[src/rtl/polaris_uart_rx_os.sv]
// Oversampling UART receive front end: synchronises the serial line, rejects start glitches,
// optionally checks parity and flags framing errors and breaks, producing one write strobe per byte.
module polaris_uart_rx_os #(
  parameter int SYNC_STAGES = 2,
  parameter bit PARITY_EN   = 1'b0,
  parameter bit PARITY_ODD  = 1'b0
) (
  input  logic        lsioc_clk_i,
  input  logic        lsioc_rst_i,
  input  logic [11:0] clktobaudrate,
  input  logic        rx_en,
  input  logic        uart_rx_i,
  output logic        rx_vld,
  output logic [7:0]  rx_byte,
  output logic        parity_err,
  output logic        frame_err,
  output logic        break_det,
  output logic        rx_busy
);

  typedef enum logic [2:0] {IDLE, START, DATA, PARITY, STOP, WAIT_IDLE} state_t;

  state_t state_q, state_d;
  logic [SYNC_STAGES-1:0] sync_q;
  logic        rxs;
  logic [11:0] n_eff, n_m1, half_m1;
  logic [11:0] cnt_q, cnt_d;
  logic [2:0]  bit_idx_q, bit_idx_d;
  logic [7:0]  shift_q, shift_d;
  logic        par_bit_q, par_bit_d;
  logic        par_bad, sample;
  logic [7:0]  byte_q, byte_d;
  logic        vld_q, vld_d, perr_q, perr_d, ferr_q, ferr_d, brk_q, brk_d;

  // Synchroniser resets to the idle level so reset release never looks like a start bit.
  always_ff @(posedge lsioc_clk_i or negedge lsioc_rst_i) begin
    if (!lsioc_rst_i) begin
      sync_q <= '1;
    end else begin
      sync_q <= {sync_q[SYNC_STAGES-2:0], uart_rx_i};
    end
  end

  assign rxs     = sync_q[SYNC_STAGES-1];
  assign n_eff   = (clktobaudrate < 12'd4) ? 12'd4 : clktobaudrate;
  assign n_m1    = n_eff - 12'd1;
  assign half_m1 = {1'b0, n_eff[11:1]} - 12'd1;
  assign sample  = (cnt_q == 12'd0);
  assign par_bad = PARITY_EN && ((^shift_q ^ par_bit_q) != PARITY_ODD);

  always_comb begin
    state_d   = state_q;
    cnt_d     = cnt_q - 12'd1;
    bit_idx_d = bit_idx_q;
    shift_d   = shift_q;
    par_bit_d = par_bit_q;
    byte_d    = byte_q;
    vld_d     = 1'b0;
    perr_d    = 1'b0;
    ferr_d    = 1'b0;
    brk_d     = 1'b0;
    if (!rx_en) begin
      state_d = IDLE;
      cnt_d   = '0;
    end else begin
      case (state_q)
        IDLE: begin
          if (!rxs) begin
            cnt_d   = half_m1;
            state_d = START;
          end
        end
        START: begin
          if (sample) begin
            if (rxs) begin
              state_d = IDLE;
            end else begin
              cnt_d     = n_m1;
              bit_idx_d = 3'd0;
              state_d   = DATA;
            end
          end
        end
        DATA: begin
          if (sample) begin
            cnt_d     = n_m1;
            shift_d   = {rxs, shift_q[7:1]};
            bit_idx_d = bit_idx_q + 3'd1;
            if (bit_idx_q == 3'd7) state_d = PARITY_EN ? PARITY : STOP;
          end
        end
        PARITY: begin
          if (sample) begin
            cnt_d     = n_m1;
            par_bit_d = rxs;
            state_d   = STOP;
          end
        end
        STOP: begin
          // A low stop bit is a break only when every sampled bit of the character was low.
          if (sample) begin
            if (rxs) begin
              vld_d   = 1'b1;
              byte_d  = shift_q;
              perr_d  = par_bad;
              state_d = IDLE;
            end else if ((shift_q == 8'h00) && (!PARITY_EN || !par_bit_q)) begin
              brk_d   = 1'b1;
              state_d = WAIT_IDLE;
            end else begin
              ferr_d  = 1'b1;
              state_d = WAIT_IDLE;
            end
          end
        end
        WAIT_IDLE: begin
          if (rxs) state_d = IDLE;
        end
        default: state_d = IDLE;
      endcase
    end
  end

  always_ff @(posedge lsioc_clk_i or negedge lsioc_rst_i) begin
    if (!lsioc_rst_i) begin
      state_q   <= IDLE;
      cnt_q     <= '0;
      bit_idx_q <= '0;
      shift_q   <= '0;
      par_bit_q <= 1'b0;
      byte_q    <= '0;
      vld_q     <= 1'b0;
      perr_q    <= 1'b0;
      ferr_q    <= 1'b0;
      brk_q     <= 1'b0;
    end else begin
      state_q   <= state_d;
      cnt_q     <= cnt_d;
      bit_idx_q <= bit_idx_d;
      shift_q   <= shift_d;
      par_bit_q <= par_bit_d;
      byte_q    <= byte_d;
      vld_q     <= vld_d;
      perr_q    <= perr_d;
      ferr_q    <= ferr_d;
      brk_q     <= brk_d;
    end
  end

  assign rx_vld     = vld_q;
  assign rx_byte    = byte_q;
  assign parity_err = perr_q;
  assign frame_err  = ferr_q;
  assign break_det  = brk_q;
  assign rx_busy    = (state_q != IDLE);

endmodule

[config.mk]
export PLATFORM = sky130hd
export DESIGN_NAME = polaris_uart_rx_os
export DESIGN_NICKNAME = d
export VERILOG_FILES = /design/src/rtl/polaris_uart_rx_os.sv
export SDC_FILE = /design/constraint.sdc
export NUM_CORES = 1
export LEC_CHECK = 0
export BUFFER_PORTS_ARGS = -buffer_cell sky130_fd_sc_hd__buf_2
export CELL_PAD_IN_SITES_DETAIL_PLACEMENT = 1
export CELL_PAD_IN_SITES_GLOBAL_PLACEMENT = 1
export CORE_MARGIN = 5
export CORE_UTILIZATION = 48
export CTS_CLUSTER_SIZE = 10
export DETAILED_ROUTE_END_ITERATION = 10
export MAX_ROUTING_LAYER = met4
export PLACE_DENSITY = 0.83
export REMOVE_ABC_BUFFERS = 1
export SETUP_SLACK_MARGIN = 0.5
export SYNTH_ARGS = -nofsm -noshare
export SYNTH_HDL_FRONTEND = slang
export SYNTH_SLANG_ARGS = --single-unit
[constraint.sdc]
create_clock -name lsioc_clk_i -period 5.4 [get_ports lsioc_clk_i]
set_clock_uncertainty 0.1 [all_clocks]
set_input_delay 1.08 -clock lsioc_clk_i [delete_from_list [all_inputs] [get_ports lsioc_clk_i]]
set_output_delay 1.08 -clock lsioc_clk_i [all_outputs]
set_load 0.005 [all_outputs]
==> qor.yml <==
critPathTopFamily: "simple AND/OR/NAND/NOR gates"
post_drt_wl_per_cell_um: 18.3
die_y_um: 83.1
worstHoldStart: "sync_q[0]"
yosys_warnings: 0
coreArea_mm2: 0.00514
synth_top_family_by_area: "simple AND/OR/NAND/NOR gates"
ios: 29
insertion_delay_ns: 0.30
hold_viol_final: 0
dpl_cell_area_mm2: 0.00271
synthArstFlopShare_pct: 100
dieArea_mm2: 0.00691
cts-buffers-inserted: 5
path_class: "in2reg"
syn-cell-area_mm2: 0.00257
track_usage_pct: 20.4
yosysTopAreaCell: "dfrtp_1"
ys_ff_latch: 39
postRouteAntennaNets: 0
yosys.area.top_type_share_pct: 36.1
worst-path-buf-inv: 1
num_rows: 26
gp_congestion: 0.851
worstPathArrival_ns: 3.94
synth_ff_type: "dfrtp_1"
crit_fanout: 7
dp_hpwl_mm: 4.95
yosysSeqAreaShare_pct: 38.1
period_share_pct: 71.3
worstPathRequired_ns: 5.49
cpMostUsedCell: "nand2_1"
rsz0062_at_grt: "false"
numPortBuffers: 27
gr-total-overflow: 0
r2r_start: "cnt_q[0]"
tritoncts: "built"
cts-root-buf: "clkbuf_8"
grt_max_degree: 40
antenna_found_initial: 0
synthXorXnorAreaFrac_pct: 5.80
layout.nets: 316
cp-start-kind: "primary input"
htreeDepth: 2
vias_per_cell: 6.09
synthAdderAreaFrac_pct: 3.41
yosysUniqueCellTypes: 60
worstHoldPathType: "reg2reg"
grt_pass1_wl_mm: 11.1
synth-simple-area-share_pct: 23.4
p_leak_nw: 1.25
n_antenna_cell: 0
area_growth_pct: 9.61
synth_compound_area_share_pct: 16.7
post-cts-setup-buffers: 0
die_x_um: 83.1
synth_most_common_cell: "dfrtp_1"
ctsResizeCount: 0
fin_crit_ns: 3.85
p_int_mw: 0.522
drc: 0
cp-startpoint: "clktobaudrate[11]"
grt_pass1_vias: 2216
share_comb_of_total_power_pct: 28.9
p_sw_share_pct: 35.0
power_mw: 0.804
status: "completed"
syn_avg_cell_area_um2: 9.30
start_util_pct: 49.9
synth_cells: 276
p_switching_mw: 0.282
endpoint_kind: "flop"
yosys-top-cells-area: "dfrtp_1 36%, mux2_2 7.5%, xnor2_1 4.4%, ha_1 3.4%, nor2_1 3.4%"
setup_viol: 0
ctsHoldBuffers: 0
clock_sinks: 39
wirelength_mm: 6.66
max_freq_ghz: 0.260
cts_buffer_depth: 2
power_density_mw_per_mm2: 286
drt_first_pass_iters: 4
worstMarginPinSlew_ns: 0.854
drv_slew: 0
seqPwrFrac_pct: 43.3
whs_ns: 0.260
stdcell_area_mm2: 0.00281
synth_edf_count: 0
critPathSlowestCell: "nor4_2"
ys_top_cells_by_count: "37 x dfrtp_1, 23 x nor2_1, 22 x nand2_1"
drive_gt1_share_pct: 22.1
path_cells: "buf_2 -> nor4_2 -> nand3_1 -> nand2_1 -> ha_1 -> nor3b_1 -> nand2_1 -> nor2_1 -> mux2_2 -> o22a_1"
slowest_delay_ns: 0.68
vdd_drop_max_v: 0.000160
tns_ns: 0
cts.clk_slew.worst_paths_ns: 0.08
cap_violations: 0
maxSlewHeadroom_pct: 42.8
power_frac_clock_pct: 27.7
num_vias: 2216
synth_mux_area_share_pct: 7.85
drtIter0Drc: 104
==> placed cells by master (no fill, tap or decap), types with 3 or more instances in the layout <==
cell and n:
a21oi_1 8, a31oi_1 4, and2_1 3, buf_2 27, clkbuf_8 7, dfrtp_1 37, ha_1 7, inv_1 10
mux2_2 17, nand2_1 22, nand3_1 13, nand4_1 3, nor2_1 23, nor2b_1 3, nor3_1 8, nor4_1 11
o2111ai_1 5, o211ai_1 4, o21ai_0 11, o22ai_1 3, o31ai_1 3, or4_1 4, xnor2_1 13, xor2_1 4
==> cell families (layout without fill, tap and decap cells) <==
group | count (synthesis) | after routing
compound gates | 60 | 60
xor+xnor | 17 | 17
fa+ha+maj | 7 | 7
buf+inv | 27 | 45
flops | 39 | 39
mux | 18 | 18
other cells | 1 | 1
simple gates | 107 | 107
==> flip-flops by register name, indices dropped and copies added, names as in the netlist <==
register and flops:
break_det 1, rx_byte 8, cnt_q 12, frame_err 1
sync_q 2, rx_vld 1, state_q 3, shift_q 8
bit_idx_q 3
==> routing by layer <==
metal	global-route usage, %	share of wire (%)	vias up
met2	32.0	48	37
met5	-	0	-
met1	27.5	47	1118
met3	3.17	3.3	8
met4	5.94	1.0	0
li1	-	-	1053
==> metrics by stage <==
step	cells	utilization [%]	worst slack, ns
6_report	364	54.7	1.55
5_1_grt	364	54.7	1.17
4_1_cts	364	54.7	1.55
3_5_place_dp	356	52.7	1.25
3_3_place_gp	356	52.7	1.39
2_1_floorplan	259	-	1.85
==> power by group through the flow <==
stage	Combinational, mW	Clock [mW]	Sequential, mW
finish	0.233	0.223	0.348
global route	0.258	0.238	0.352
CTS	0.232	0.226	0.347
detailed placement	0.229	0	0.353
global placement	0.224	0	0.352
floorplan	0.164	0	0.345
==> worst paths after layout <==
| check | end | slack [ns] | cells after the start |
|---|---|---|---|
| setup / recovery | cnt_q[7] | 1.55 | 10 |
| hold reg to reg | sync_q[1] | 0.26 | 0 |
| max in group asynchronous | bit_idx_q[0] | 3.88 | 1 |
| setup reg to reg | rx_byte[5] | 2.61 | 7 |
| hold / removal | sync_q[1] | 0.26 | 0 |
| min in group asynchronous | rx_byte[3] | 0.79 | 1 |
==> final cells by class <==
type	count	area, um2
flip-flops and latches	39	978
well taps	70	87.6
inverters	10	37.5
clock buffers	7	96.3
repair buffers	27	135
clock inverters	1	7.51
multi-input cells	210	1470
fillers	641	2330
==> worst register-to-register path, delay by kind of cell, from the launching register on <==
kind / cells / cell delay, ns
simple gates: 4 / 1.49
flops: 1 / 0.41
mux: 1 / 0.39
fa+ha+maj: 1 / 0.17
buf+inv: 1 / 0.12
No activity file was read; power rests on OpenSTA's default activity.
